## config.mk

```make
export PLATFORM = sky130hd
export DESIGN_NAME = fft_result_streamer
export DESIGN_NICKNAME = d
export VERILOG_FILES = /design/src/rtl/fft_result_streamer.sv
export SDC_FILE = /design/constraint.sdc
export NUM_CORES = 1
export LEC_CHECK = 0
export CAP_MARGIN = 20
export CORE_ASPECT_RATIO = 0.75
export CORE_UTILIZATION = 57
export DETAILED_ROUTE_END_ITERATION = 10
export PLACE_DENSITY = 0.9
export SYNTH_ARGS = -nofsm -noshare
export SYNTH_HDL_FRONTEND = slang
export SYNTH_SLANG_ARGS = --single-unit
```

## constraint.sdc

```tcl
create_clock -name clk -period 4.3 [get_ports clk]
set_input_delay 0.43 -clock clk [delete_from_list [all_inputs] [get_ports clk]]
set_output_delay 0.43 -clock clk [all_outputs]
set_load 0.02 [all_outputs]
```

## src/rtl/fft_result_streamer.sv

```systemverilog
// fft_result_streamer: unloads a completed FFT frame from the core's read port and
// presents it as a valid/ready stream of (real, imag, index, last) beats.
// Ports: clk/rst_n (sync, active-low); fft_done (rising edge starts unload);
//   rd_en/addr_out -> core read port, rd_real/rd_imag <- core data (RD_LATENCY later);
//   m_valid/m_ready/m_real/m_imag/m_index/m_last stream out;
//   unload_busy, unload_done (1-cycle pulse), retrig_err (sticky) status.
module fft_result_streamer #(
  parameter int DATA_WIDTH  = 16,
  parameter int FFT_POINTS  = 64,
  parameter int ADDR_WIDTH  = 6,
  parameter int RD_LATENCY  = 1,
  parameter bit BIT_REVERSE = 1'b0,
  parameter int FIFO_DEPTH  = 4
) (
  input  logic                  clk,
  input  logic                  rst_n,
  input  logic                  fft_done,
  output logic                  rd_en,
  output logic [ADDR_WIDTH-1:0] addr_out,
  input  logic [DATA_WIDTH-1:0] rd_real,
  input  logic [DATA_WIDTH-1:0] rd_imag,
  output logic                  m_valid,
  input  logic                  m_ready,
  output logic [DATA_WIDTH-1:0] m_real,
  output logic [DATA_WIDTH-1:0] m_imag,
  output logic [ADDR_WIDTH-1:0] m_index,
  output logic                  m_last,
  output logic                  unload_busy,
  output logic                  unload_done,
  output logic                  retrig_err
);

  localparam int PW = $clog2(FIFO_DEPTH);
  localparam int CW = $clog2(FIFO_DEPTH + 1);
  localparam int IW = ADDR_WIDTH + 1;

  typedef enum logic [1:0] {IDLE, READ, DRAIN} state_t;
  state_t state;

  logic                  done_q;
  logic [IW-1:0]         issued;
  logic [ADDR_WIDTH-1:0] rd_idx;

  // Read-return tracking: one stage per cycle of core read latency.
  logic [RD_LATENCY-1:0] vld_sr;
  logic [ADDR_WIDTH-1:0] idx_sr [RD_LATENCY];

  // Output buffer; the head entry drives the stream directly.
  logic [DATA_WIDTH-1:0] mem_real [FIFO_DEPTH];
  logic [DATA_WIDTH-1:0] mem_imag [FIFO_DEPTH];
  logic [ADDR_WIDTH-1:0] mem_idx  [FIFO_DEPTH];
  logic [PW-1:0]         wr_ptr;
  logic [PW-1:0]         rd_ptr;
  logic [CW-1:0]         count;

  logic       done_rise;
  logic       push;
  logic       pop;
  logic       last_beat;
  logic       can_issue;
  logic       issue_now;
  logic [7:0] inflight;
  logic [7:0] credit_used;

  function automatic logic [ADDR_WIDTH-1:0] map_addr(input logic [ADDR_WIDTH-1:0] idx);
    logic [ADDR_WIDTH-1:0] r;
    r = idx;
    if (BIT_REVERSE) begin
      for (int b = 0; b < ADDR_WIDTH; b++) r[b] = idx[ADDR_WIDTH-1-b];
    end
    return r;
  endfunction

  assign done_rise   = fft_done & ~done_q;
  assign push        = vld_sr[RD_LATENCY-1];
  assign m_valid     = (count != '0);
  assign m_real      = mem_real[rd_ptr];
  assign m_imag      = mem_imag[rd_ptr];
  assign m_index     = mem_idx[rd_ptr];
  assign m_last      = m_valid && (m_index == ADDR_WIDTH'(FFT_POINTS - 1));
  assign pop         = m_valid & m_ready;
  assign last_beat   = pop & m_last;
  assign unload_busy = (state != IDLE);

  // Every result that will land in the buffer is counted: entries already buffered,
  // reads still in the latency pipe, and the read being presented this cycle. A beat
  // leaving this cycle frees its slot immediately, so sustained streaming at latency 1
  // never stalls the read side.
  always_comb begin
    inflight = '0;
    for (int i = 0; i < RD_LATENCY; i++) inflight = inflight + 8'(vld_sr[i]);
    credit_used = 8'(count) + inflight + 8'(rd_en) - 8'(pop);
  end

  assign can_issue = credit_used < 8'(FIFO_DEPTH);
  assign issue_now = (state == READ) && (issued < IW'(FFT_POINTS)) && can_issue;

  always_ff @(posedge clk) begin
    if (!rst_n) begin
      state       <= IDLE;
      // History is forced high so a level already present at reset exit is not an edge.
      done_q      <= 1'b1;
      issued      <= '0;
      rd_idx      <= '0;
      rd_en       <= 1'b0;
      addr_out    <= '0;
      unload_done <= 1'b0;
      retrig_err  <= 1'b0;
      vld_sr      <= '0;
      wr_ptr      <= '0;
      rd_ptr      <= '0;
      count       <= '0;
      for (int i = 0; i < RD_LATENCY; i++) idx_sr[i] <= '0;
      for (int i = 0; i < FIFO_DEPTH; i++) begin
        mem_real[i] <= '0;
        mem_imag[i] <= '0;
        mem_idx[i]  <= '0;
      end
    end else begin
      done_q      <= fft_done;
      unload_done <= 1'b0;
      rd_en       <= 1'b0;

      vld_sr[0] <= rd_en;
      idx_sr[0] <= rd_idx;
      for (int i = 1; i < RD_LATENCY; i++) begin
        vld_sr[i] <= vld_sr[i-1];
        idx_sr[i] <= idx_sr[i-1];
      end

      if (push) begin
        mem_real[wr_ptr] <= rd_real;
        mem_imag[wr_ptr] <= rd_imag;
        mem_idx[wr_ptr]  <= idx_sr[RD_LATENCY-1];
        wr_ptr           <= wr_ptr + PW'(1);
      end
      if (pop) rd_ptr <= rd_ptr + PW'(1);
      if (push && !pop)      count <= count + CW'(1);
      else if (!push && pop) count <= count - CW'(1);

      if (done_rise && (state != IDLE)) retrig_err <= 1'b1;

      case (state)
        IDLE: begin
          if (done_rise) begin
            rd_en    <= 1'b1;
            addr_out <= map_addr('0);
            rd_idx   <= '0;
            issued   <= IW'(1);
            state    <= (FFT_POINTS == 1) ? DRAIN : READ;
          end
        end
        READ: begin
          if (issue_now) begin
            rd_en    <= 1'b1;
            addr_out <= map_addr(issued[ADDR_WIDTH-1:0]);
            rd_idx   <= issued[ADDR_WIDTH-1:0];
            issued   <= issued + IW'(1);
            if (issued == IW'(FFT_POINTS - 1)) state <= DRAIN;
          end
        end
        DRAIN: begin
          if (last_beat) begin
            state       <= IDLE;
            unload_done <= 1'b1;
            issued      <= '0;
          end
        end
        default: state <= IDLE;
      endcase
    end
  end

endmodule

```

==> results_dict.tcl <==
set metrics [dict create \
    drcViolationCount 0 \
    slowest_stage "dfxtp_1" \
    drive_gt1_frac 0.1496 \
    netlist_instances 561 \
    skew_ps 9.167 \
    timing.fmax_ghz 0.2956 \
    cts_resized 0 \
    crit_path_start_kind "flip-flop" \
    grt_overflow 0 \
    grt_max_degree 58 \
    clk_pin_slew_ps 70 \
    path_class "reg2reg" \
    wl_um 18010 \
    place.gp.congestion 0.8192 \
    ys_warn_count 0 \
    grt_util_all_layers 0.2606 \
    fp.dieW_um 140.0 \
    ant_nets 0 \
    nets 689 \
    worstMarginPinSlew_ps 1070 \
    grt_first_pass_wirelength_um 28440 \
    synth_top_area_cell "edfxtp_1" \
    hold_path_class "reg2reg" \
    critPathBufInv 3 \
    max-cap-violations 0 \
    clock_latency_ps 430 \
    port_buffers 85 \
    status "complete, no violations" \
    cp-end-kind "flip-flop" \
    critPathArrivalTime_ps 3700 \
    synth_cell_types 42 \
    grt_pass1_vias 5300 \
    fin_crit_ps 3383 \
    via_per_inst 6.070 \
    final_area_um2 9804 \
    cts_root_buf "clkbuf_16" \
    wl_per_cell_um 21.70 \
    antennaDiodeCount 0 \
    rsz0062_at_grt "false" \
    synth.top_cell.area_share 0.5608 \
    slowest_delay_ps 470 \
    cp.required_ps 4620 \
    setup_tns_ps 0 \
    die_h_um 105.5 \
    nFillCells 872 \
    ys_ff_latch 187 \
    p_leak_uw 0.003680 \
    setup-violations-final 0 \
    core_area_um2 13840 \
    min_period_over_period 0.7867 \
    drt_iter0_markers 532 \
    fp-row-count 37 \
    powerDensity_nw_per_um2 468.1 \
    clock-sinks 187 \
    hold_buffers 0 \
    syn2layout_area_growth_pct 20.46 \
    slew_headroom 0.2840 \
    drv_slew 0 \
    numCtsBuffers 17 \
    die_area_um2 14770 \
    avgSynthCellArea_um2 14.51 \
    clock_path_buffers 2 \
    vias 5038 \
    finalHoldViolCount 0 \
    dpl_cell_area_um2 9168 \
    first_pass_iters 5 \
    seq_area_frac_synth 0.6469 \
    path_max_fanout 7 \
    cts_tree "yes" \
    cts_setup_buffers 0 \
    netlist_area_um2 8139 \
    hpwl_um 10710 \
    syn_nets 608 \
    ir_worst_vdd_mv 0.3652 \
    cpLargestDelayFamily "compound AO/OA/AOI/OAI gates" \
    antenna_found_initial 0 \
    cp_cell_sequence "inv_1, nand3_1, nand2_1, inv_1, ha_1, inv_1, ha_1, a211oi_1, o221ai_1, a311oi_4, and2_4, nand3_2, o31ai_1" \
    initial_core_util 0.5880 \
    io_pins 86 \
    cts-htree-levels 4 \
    cp_common_cell "inv_1" \
    synth.area.top_cells "edfxtp_1 (56%), mux4_2 (11%), and2_1 (9.5%)" \
]
worst register-to-register path, stage by stage (launching register included):
cell,delay (ps)
dfxtp_1,470
inv_1,130
nand3_1,130
nand2_1,90
inv_1,130
ha_1,250
inv_1,60
ha_1,220
a211oi_1,340
o221ai_1,280
a311oi_4,470
and2_4,260
nand3_2,110
o31ai_1,340
Yosys cell counts (all sizes together):
library cell and n:
a211oi 2, a21boi 1, a21oi 4, a311oi 1, a31oi 2, and2 124, and3 43, buf 6
clkbuf 28, dfxtp 35, edfxtp 152, fa 1, ha 10, inv 11, mux2 1, mux2i 1
mux4 38, nand2 21, nand2b 5, nand3 12, nand4 2, nor2 20, nor2b 3, nor3 1
nor3b 2, o2111a 1, o2111ai 1, o21ai 17, o21ba 1, o221ai 1, o22ai 1, o31ai 4
or3 2, or4 1, xnor2 2, xor2 4
cell families after synthesis:
family / after synthesis / synth area share
buf+inv: 45 / 0.02229
compound gates: 36 / 0.03013
fa+ha+maj: 11 / 0.01783
flops: 187 / 0.6469
xor+xnor: 6 / 0.006457
mux: 40 / 0.1078
simple gates: 236 / 0.1686
layer usage:
layer,global-route usage,wire (um)
met1,0.3431,7519
met2,0.4257,8996
met3,0.06179,1199
met4,0.09576,296
met5,0,0
state kept, by name (all words and copies together), names as in the netlist, 2 cells and up, named ones only:
name,flops
mem_imag,64
mem_real,64
mem_idx,24
issued,7
idx_sr,6
rd_idx,6
count,3
rd_ptr,2
state,2
wr_ptr,2
layout by cell type (no fill, tap or decap), types with 2 or more instances in the layout:
cell type        Yosys  final
and3_1              43     43
nand2_1             21     20
a21oi_1              4      4
dfxtp_2              0      2
inv_1               11     11
buf_4                0      9
o21ai_0             15     14
xor2_1               4      4
buf_12               0      2
nor3b_2              0      2
ha_1                10     10
nand3_1             11     11
clkbuf_16            0     20
nor2b_1              3      3
inv_4                0      3
nand2b_2             0      2
nor2_1              20     20
nand4_1              2      2
xnor2_1              2      2
a211oi_1             2      2
clkinv_2             0      3
clkdlybuf4s50_1      0     84
edfxtp_1           152    152
o31ai_1              4      4
inv_6                0      4
mux4_2              38     38
dfxtp_1             35     33
a31oi_1              2      2
and2_1             123    123
nand2b_1             5      3
clkbuf_8             0      2
or3_1                2      2
cell type report:
| class | count | area, um^2 | area share |
|---|---|---|---|
| sequential | 187 | 5268 | 0.5373 |
| multi-input combinational | 329 | 2726 | 0.2781 |
| timing repair buffer | 96 | 953.4 | 0.09724 |
| clock buffer | 22 | 528.0 | 0.05385 |
| tap | 175 | 219.0 | 0.02233 |
| clock inverter | 10 | 68.82 | 0.007019 |
| inverter | 11 | 41.29 | 0.004211 |
final timing paths:
path | to | slack (ps) | cells after the start | start
worst max register to register | issued[5]$_SDFFE_PN0P_ | 920 | 13 | count[2]$_SDFFE_PN0P_
worst min register to register | retrig_err$_SDFFE_PN0P_ | 500 | 2 | retrig_err$_SDFFE_PN0P_
worst min-delay path | retrig_err$_SDFFE_PN0P_ | 500 | 2 | retrig_err$_SDFFE_PN0P_
worst max-delay path | issued[5]$_SDFFE_PN0P_ | 920 | 13 | count[2]$_SDFFE_PN0P_
report_power, final:
part           internal (uW)  switching [uW]  total (uW)
sequential              2050            67.9        2120
clock                    882             689        1570
combinational            422             476         898
per-stage QoR:
stage	power (uW)	setup slack (ps)	utilization	hold slack, ps	cells
final	4589	917.2	0.7083	497.1	830
after global placement	3010	1070	0.6623	453.9	796
after floorplan	2693	588.9	-	456.5	561
after global routing	4736	681.4	0.7083	531.9	830
after CTS	4592	960.1	0.7054	491.8	828
after detailed placement	3049	836.4	0.6623	475.8	796
No activity file was read; power rests on OpenSTA's default activity.
==> edit, RTL diff (same flow settings) <==
Change the parameter `ADDR_WIDTH` from 6 to 8.
--- a/src/rtl/fft_result_streamer.sv
+++ b/src/rtl/fft_result_streamer.sv
@@ -7,7 +7,7 @@
 module fft_result_streamer #(
   parameter int DATA_WIDTH  = 16,
   parameter int FFT_POINTS  = 64,
-  parameter int ADDR_WIDTH  = 6,
+  parameter int ADDR_WIDTH  = 8,
   parameter int RD_LATENCY  = 1,
   parameter bit BIT_REVERSE = 1'b0,
   parameter int FIFO_DEPTH  = 4
Interface: changed (resized addr_out and m_index); port bits go from 86 to 90. No check against the original RTL was run, so the function may have changed too.
==> edit against the original RTL <==
  * Utilization increased by 0.59 points
  * Final cell count increased by 8.3%
  * Clock skew increased by 0.0046 ns
  * Fmax decreased by 9.3%
  * Final area increased by 7.4%
  * Critical path type is now flip-flop to output port
  * Combinational power increased by 70%
  * Sequential cell count increased by 14
  * Via count increased by 6.5%
  * Die area increased by 7.4%
  * Wire length increased by 6.1%
  * Largest cell class unchanged
  * Total power increased by 22%
  * Largest power group unchanged
  * Setup slack got worse by 0.35 ns
  * Area after synthesis increased by 7.5%
==> edit: results (changes against the original RTL) <==
* Area contributors post-synth: edfxtp_1, mux4_2, dfxtp_1, and2_1, and3_1 (was edfxtp_1, mux4_2, and2_1, dfxtp_1, and3_1)
* Worst setup path end: m_last (was issued[5]$_SDFFE_PN0P_)
* First DRT Iteration DRCs at 609 (was 532)
* Pre-CTS WS at 0.779 ns (was 0.836 ns)
* Seq/Total Area, Yosys at 0.643 (was 0.647)
* Tmin final at 3.73 ns (was 3.38 ns)
* H-tree lvl count at 1 (was 4)
* Peak supply drop at 347 uV (was 365 uV)
* Setup CP Type: flip-flop to output port (was flip-flop to flip-flop)
* Placer Congestion at 0.822 (was 0.819)
* HPWL Detailed at 11300 um (was 10700 um)
* Post-Synth Adder-Cell Area at 0.0166 (was 0.0178)
* Fraction of layout cells with a size suffix above 1 at 0.144 (was 0.150)
* Worst Path Arrival at 3.30 ns (was 3.70 ns)
* Vias/cell at 5.97 (was 6.07)
* CP max stage delay at 0.76 ns (was 0.47 ns)
* Maximum clock path buffer count at 3 (was 2)
* GRT Util Overall at 0.246 (was 0.261)
* Skew final at 0.0137 ns (was 0.00917 ns)
* Commonest cells in the netlist: edfxtp_1, and2_1, and3_1 (unchanged)
* First-pass iteration count of the detailed router at 4 (was 5)
* Ys flop type: edfxtp_1 (unchanged)
* GR Layer Usage met3 at 0.0365 (was 0.0618)
* Logic pwr share at 0.274 (was 0.196)
* Reg-to-reg endpoint: issued[0]$_SDFFE_PN0P_ (was issued[5]$_SDFFE_PN0P_)
* Post-synth ARST share at 0 (unchanged)
* Slowest-stage cell, CP: dfxtp_2 (was dfxtp_1)
* Post-synth cell types at 52 (was 42)
* Status: complete, no violations (unchanged)
* FILL cells at 936 (was 872)
* Wire length on met3 at 1110 um (was 1200 um)
* Met2 wire length at 9820 um (was 9000 um)
* Xor and xnor fraction of the mapped netlist area at 0.00700 (was 0.00646)
* Crit Path Max Fanout at 19 (was 7)
* Mux contribution to synthesized area at 0.106 (was 0.108)
* Flop-to-flop setup slack at 0.65 ns (was 0.92 ns)
* Vias in the first global route at 5552 (was 5300)
* TritonCTS Buffers at 20 (was 17)
* First-pass GRT wire length at 29800 um (was 28400 um)
* Fin nets at 733 (was 689)
* Met1 wire length at 7800 um (was 7520 um)
* Leading registers by flop count: mem_imag: 64 flops, mem_real: 64 flops, mem_idx: 32 flops (was mem_imag: 64 flops, mem_real: 64 flops, mem_idx: 24 flops)
* Worst slew margin at 0.322 (was 0.284)
* Routing usage on met1 at 0.322 (was 0.343)
* WL per Instance at 21.3 um (was 21.7 um)
* Worst-Skew Late Latency at 0.49 ns (was 0.43 ns)
* CP delay by family, top: flip-flops (was compound AO/OA/AOI/OAI gates)
* Grt met2 use at 0.431 (was 0.426)
* EDFF count, synth at 160 (was 152)
* Post-Syn Nets at 649 (was 608)
* # port buffers at 89 (was 85)
* P_leak at 4.01 nW (was 3.68 nW)
* Int Power at 0.00394 W (was 0.00336 W)
* Post-synthesis compound-gate area fraction at 0.0347 (was 0.0301)
* Reg2reg path depth at 12 (was 13)
* Sequential logic power at 0.00234 W (was 0.00212 W)
edit: cell type report:
type / count / share of cell area
Multi-Input combinational cell: 344 / 0.277
Tap cell: 200 / 0.0238
Inverter: 18 / 0.00642
Sequential cell: 201 / 0.535
Clock inverter: 13 / 0.0112
Clock buffer: 22 / 0.0503
Timing Repair Buffer: 101 / 0.0963
edit: kinds of logic after synthesis:
kind of cell             Yosys count
buffers and inverters             57
AND/OR/NAND/NOR                  243
adder cells (fa/ha/maj)           11
XOR/XNOR                           7
flip-flops                       201
AO/OA/AOI/OAI                     41
multiplexers                      42
edit: metrics by stage:
step | instance area [um2] | hold slack [ns] | std cells | power, W
finish | 10500 | 0.482 | 899 | 0.00558
global route | 10500 | 0.509 | 899 | 0.00580
CTS | 10500 | 0.480 | 897 | 0.00559
detailed placement | 9840 | 0.465 | 862 | 0.00387
global placement | 9820 | 0.457 | 861 | 0.00382
floorplan | 8750 | 0.455 | 602 | 0.00336
